### src/rtl/write_back_arbiter_pkg.sv
// Shared types and constants for the register-file write-back arbiter.
// The widths match the register file and the write-back stage.
package write_back_arbiter_pkg;

    localparam int WB_DATA_WIDTH     = 32;
    localparam int WB_REG_ADDR_WIDTH = 4;

    typedef enum logic {
        ST_NORMAL = 1'b0,
        ST_FORCE  = 1'b1
    } wb_state_t;

    typedef struct packed {
        logic [WB_REG_ADDR_WIDTH-1:0] dest;
        logic [WB_DATA_WIDTH-1:0]     value;
    } wb_req_t;

endpackage

### src/rtl/wb_request_fifo.sv
// Small synchronous FIFO that holds pending secondary write requests.
// The pointers carry one extra wrap bit, so full and empty are told apart without a count.
module wb_request_fifo #(
    parameter int WIDTH = 36,
    parameter int DEPTH = 2
) (
    input  logic             clk,
    input  logic             rst,
    input  logic             wr_en,
    input  logic [WIDTH-1:0] wr_data,
    input  logic             rd_en,
    output logic [WIDTH-1:0] head,
    output logic             full,
    output logic             empty
);

    localparam int AW = $clog2(DEPTH);

    logic [WIDTH-1:0] mem [DEPTH];
    logic [AW:0]      wr_ptr;
    logic [AW:0]      rd_ptr;

    assign empty = (wr_ptr == rd_ptr);
    assign full  = (wr_ptr[AW] != rd_ptr[AW]) && (wr_ptr[AW-1:0] == rd_ptr[AW-1:0]);
    assign head  = mem[rd_ptr[AW-1:0]];

    always_ff @(posedge clk) begin
        if (wr_en && !full) begin
            mem[wr_ptr[AW-1:0]] <= wr_data;
        end
    end

    always_ff @(posedge clk) begin
        if (rst) begin
            wr_ptr <= '0;
            rd_ptr <= '0;
        end else begin
            if (wr_en && !full) begin
                wr_ptr <= wr_ptr + 1'b1;
            end
            if (rd_en && !empty) begin
                rd_ptr <= rd_ptr + 1'b1;
            end
        end
    end

endmodule

### src/rtl/write_back_arbiter.sv
// Arbitrates the single register-file write port between the pipeline and a queued secondary unit.
// A queue head that has waited MAX_WAIT cycles wins one cycle while the pipeline is stalled.
module write_back_arbiter
    import write_back_arbiter_pkg::*;
#(
    parameter int DATA_WIDTH     = WB_DATA_WIDTH,
    parameter int REG_ADDR_WIDTH = WB_REG_ADDR_WIDTH,
    parameter int FIFO_DEPTH     = 2,
    parameter int MAX_WAIT       = 4
) (
    input  logic                      clk,
    input  logic                      rst,
    input  logic                      wbValid,
    input  logic [REG_ADDR_WIDTH-1:0] wbDest,
    input  logic [DATA_WIDTH-1:0]     wbValue,
    input  logic                      secValid,
    output logic                      secReady,
    input  logic [REG_ADDR_WIDTH-1:0] secDest,
    input  logic [DATA_WIDTH-1:0]     secValue,
    output logic                      rfWriteEnable,
    output logic [REG_ADDR_WIDTH-1:0] rfWriteDest,
    output logic [DATA_WIDTH-1:0]     rfWriteValue,
    output logic                      pipelineStall,
    output logic                      queueEmpty,
    output wb_state_t                 fsm_state
);

    localparam int REQ_WIDTH = REG_ADDR_WIDTH + DATA_WIDTH;
    localparam int CW        = $clog2(MAX_WAIT + 1);
    localparam logic [CW-1:0] WAIT_LIMIT = CW'(MAX_WAIT);

    wb_state_t            state;
    logic [CW-1:0]        wait_cnt;
    logic [CW-1:0]        wait_next;
    logic                 grant_pipe;
    logic                 grant_queue;
    logic                 fifo_full;
    logic                 fifo_empty;
    logic [REQ_WIDTH-1:0] fifo_head;

    // Secondary handshake: a result transfers at a rising edge where secValid && secReady.
    // secReady depends only on queue occupancy, so a full queue never accepts, even while draining.
    assign secReady   = !fifo_full;
    assign queueEmpty = fifo_empty;
    assign fsm_state  = state;

    wb_request_fifo #(
        .WIDTH (REQ_WIDTH),
        .DEPTH (FIFO_DEPTH)
    ) u_fifo (
        .clk     (clk),
        .rst     (rst),
        .wr_en   (secValid),
        .wr_data ({secDest, secValue}),
        .rd_en   (grant_queue),
        .head    (fifo_head),
        .full    (fifo_full),
        .empty   (fifo_empty)
    );

    always_comb begin
        grant_pipe  = (state == ST_NORMAL) && wbValid;
        grant_queue = !fifo_empty && ((state == ST_FORCE) || !wbValid);
        wait_next   = '0;
        if (state == ST_NORMAL && !fifo_empty && !grant_queue) begin
            wait_next = (wait_cnt == WAIT_LIMIT) ? wait_cnt : wait_cnt + 1'b1;
        end
    end

    always_ff @(posedge clk) begin
        if (rst) begin
            state         <= ST_NORMAL;
            wait_cnt      <= '0;
            pipelineStall <= 1'b0;
            rfWriteEnable <= 1'b0;
            rfWriteDest   <= '0;
            rfWriteValue  <= '0;
        end else begin
            rfWriteEnable <= grant_pipe || grant_queue;
            if (grant_pipe) begin
                rfWriteDest  <= wbDest;
                rfWriteValue <= wbValue;
            end else if (grant_queue) begin
                rfWriteDest  <= fifo_head[REQ_WIDTH-1 -: REG_ADDR_WIDTH];
                rfWriteValue <= fifo_head[DATA_WIDTH-1:0];
            end
            wait_cnt <= wait_next;
            case (state)
                ST_NORMAL: begin
                    if (!fifo_empty && !grant_queue && wait_next == WAIT_LIMIT) begin
                        state         <= ST_FORCE;
                        pipelineStall <= 1'b1;
                    end else begin
                        pipelineStall <= 1'b0;
                    end
                end
                default: begin
                    state         <= ST_NORMAL;
                    pipelineStall <= 1'b0;
                end
            endcase
        end
    end

endmodule

### config.mk
export PLATFORM = sky130hd
export DESIGN_NAME = write_back_arbiter
export DESIGN_NICKNAME = d
export VERILOG_FILES = /design/src/rtl/write_back_arbiter_pkg.sv /design/src/rtl/wb_request_fifo.sv /design/src/rtl/write_back_arbiter.sv
export SDC_FILE = /design/constraint.sdc
export NUM_CORES = 1
export LEC_CHECK = 0
export ABC_AREA = 0
export ABC_CLOCK_PERIOD_IN_PS = 5000
export CAP_MARGIN = 40
export CORE_AREA = 2 2 100 102
export DETAILED_ROUTE_END_ITERATION = 6
export DIE_AREA = 0 0 102 104
export GPL_TIMING_DRIVEN = 0
export PLACE_DENSITY = 0.8
export SYNTH_ARGS = -nofsm -noshare
export SYNTH_HDL_FRONTEND = slang
export SYNTH_SLANG_ARGS = --single-unit
### constraint.sdc
create_clock -name clk -period 5 [get_ports clk]
set_input_delay 1.25 -clock clk [delete_from_list [all_inputs] [get_ports clk]]
set_output_delay 1.25 -clock clk [all_outputs]
set_load 0.02 [all_outputs]
==> summary.txt <==
Detailed-route DRC error count = 0
Type of origin of the critical path = register
Post-DP HPWL = 7380 µm
CTS tree = built
Netlist Area Pre-Place = 4700 µm²
Post-CTS Setup Repair Bufs = 0
Seq/Total Area, Yosys = 65.7%
DR WL/cell = 18.1 µm
Synth top cells by count = edfxtp_1, dfxtp_1, o21ai_0
Antenna Nets Post-Route = 0
CP max stage delay = 0.53 ns
CTS H-tree depth = 4
Critical Path RT = 3.75 ns
Longest Clk Path Bufs = 2
Synthesis-to-layout area growth = 42.7%
Drt first pass iters = 4
GR Overflow Total = 0
Gate Count Post-Synth = 336
Post-CTS sizing = 0
Antenna cells = 0
Final Hold Vio Count = 0
Worst Setup End Kind = output port
Clock net sink count = 118
Initial antenna violation count = 0
Yosys synthesis warning count = 0
Worst Path Max Fanout = 10
Unique masters post-synth = 27
Worst Path Arrival = 2.27 ns
Comb power frac = 28.2%
Area contributors post-synth = edfxtp_1, dfxtp_1, a32o_1, mux2i_1, or3_1
Iter 0 DRT Violations = 143
Pleak = 2.38 nW
Port bufs = 116
Syn_nets = 414
Initial Utilization = 49.2%
Max Clock Freq = 0.284 GHz
Overall routing resource usage = 21.8%
Syn Area/Cell = 14.0 µm²
Biggest area consumer among synthesized cells = edfxtp_1
I/O pins = 117
Outcome = finished, final reports clean
Via density = 5.51
GP Congestion = 0.763
Top cell type's share of synthesized area = 46.0%
Switching Share = 29.0%
HP Class = register to register
Most frequent cell after synthesis = edfxtp_1
Clk_lat worst skew = 0.51 ns
Clock power frac = 35.9%
Critical path cell sequence = xor2_2, buf_6, buf_2, nor2_1, clkdlybuf4s50_1
Final Core Density = 70.2%
Die Span X = 102 µm
CTS Buf Count = 17
VDD IR max = 0.000282 V
Max-cap violations = 0
Filler cell count = 701
Tmin final = 3.52 ns
Ys async rst share = 0%
Final #Nets = 551
Vias in the first global route = 3,559
Largest net degree at the start of global routing = 22
Max Slew Vio Count = 0
Switching Power = 0.999 mW
Die area = 10,600 µm²
P_int = 2.45 mW
Layout Skew = 0.00953 ns
Vias = 3,412
RSZ-0062 raised after global routing = false
Flops & latches, synth = 118
CP max stage cell = clkdlybuf4s50_1
Pwr dens = 515 nW/µm²
Seq pwr share = 35.9%
Share of layout cells above drive strength 1 = 12.8%
Clk slew on worst S/H paths = 0.05 ns
Top FF cell, synth = edfxtp_1
Post-synth EDFFs = 72
Final WL = 11,200 µm
First-pass GRT wire length = 17,600 µm
# hold bufs at CTS = 0
Final setup viols = 0
CTS root buf = clkbuf_8
Worst-Margin Slew = 0.800 ns
WS Path Type = register to output port
Site row count = 36
Max transition margin = 46.5%
WHS = 0.590 ns
Die height = 104 µm
Final worst-path cycle share = 70.4%
Core Box Area = 9550 µm²
final timing paths:
path,startpoint,endpoint,slack (ns),cells after the start
hold reg to reg,wait_cnt[2],wait_cnt[2],0.59,2
hold / removal,wait_cnt[2],wait_cnt[2],0.59,2
setup / recovery,u_fifo.rd_ptr[0],queueEmpty,1.48,5
setup reg to reg,u_fifo.rd_ptr[0],u_fifo.mem[0][0],2.75,5
metrics by stage:
stage / total power [mW] / setup TNS [ns] / std cells / area (µm²) / setup WS [ns]
6_report: 3.45 / 0 / 619 / 6700 / 1.48
5_1_grt: 3.61 / 0 / 619 / 6700 / 1.34
4_1_cts: 3.47 / 0 / 619 / 6700 / 1.46
3_5_place_dp: 2.23 / 0 / 587 / 6100 / 1.80
3_3_place_gp: 2.18 / -2.99 / 585 / 6020 / -0.127
2_1_floorplan: 1.85 / 0 / 336 / 4700 / 1.36
per-layer routing:
layer  wire length, µm  up-vias  global-route usage (%)
li1                  -     1574                       -
met1              4530     1678                    26.6
met5                 0        -                       0
met4               181        0                    8.10
met2              5760      137                    37.1
met3               716       23                    5.24
registers in the layout (all words and copies together) (netlist names), named ones only:
register,count
fsm_state,1
rfWriteEnable,1
wait_cnt,3
rfWriteValue,32
u_fifo.wr_ptr,2
u_fifo.mem,72
rfWriteDest,4
u_fifo.rd_ptr,2
worst max-delay path: cells and delay by family, from the launching register on:
kind | cells | cell delay, ns
and+or+nand+nor | 1 | 0.07
DFF | 1 | 0.49
buffers and inverters | 3 | 0.94
xor gates and xnor gates | 1 | 0.27
cell families after synthesis:
family	count (synthesis)	share of synthesized area, %
AO/OA/AOI/OAI	78	12.3
AND/OR/NAND/NOR	59	7.25
multiplexers	41	8.87
buffers and inverters	33	4.16
adder cells (fa/ha/maj)	2	0.533
flip-flops	118	65.7
XOR/XNOR	5	1.25
final cells by class:
| class | count | area (µm²) | share of cell area (%) |
|---|---|---|---|
| clock buffer | 19 | 422 | 6.29 |
| sequential | 118 | 3080 | 46.0 |
| inverter | 4 | 15.0 | 0.224 |
| multi-input combinational | 185 | 1440 | 21.4 |
| tap | 133 | 166 | 2.48 |
| clock inverter | 13 | 184 | 2.74 |
| buffer | 29 | 180 | 2.69 |
| timing repair buffer | 118 | 1220 | 18.1 |
cells in the final DEF (no fill, tap or decap), types with 2 or more instances in the layout:
cell type,synthesis,layout
clkdlybuf4s50_1,0,116
buf_6,6,6
inv_1,4,4
mux2i_1,36,36
clkinvlp_4,0,3
edfxtp_1,72,72
buf_16,0,2
nor2b_1,5,5
mux2_2,3,3
clkinv_4,0,3
ha_1,2,2
xor2_2,2,2
or3_1,36,36
mux2_1,2,2
xnor2_1,3,3
nor2_1,11,10
nand2_1,3,3
o21ai_0,37,37
a32o_1,36,36
clkbuf_16,0,16
clkinv_2,0,3
bufinv_16,0,4
clkbuf_1,8,10
buf_4,3,3
buf_2,12,12
dfxtp_1,46,46
power groups by stage:
stage / combinational, mW / sequential, mW / clock (mW)
2_1_floorplan: 0.521 / 1.33 / 0
3_3_place_gp: 0.927 / 1.25 / 0
3_5_place_dp: 0.970 / 1.26 / 0
4_1_cts: 0.980 / 1.24 / 1.25
5_1_grt: 1.06 / 1.25 / 1.30
6_report: 0.974 / 1.24 / 1.24
Note: power is estimated with default switching activity, not from simulation.
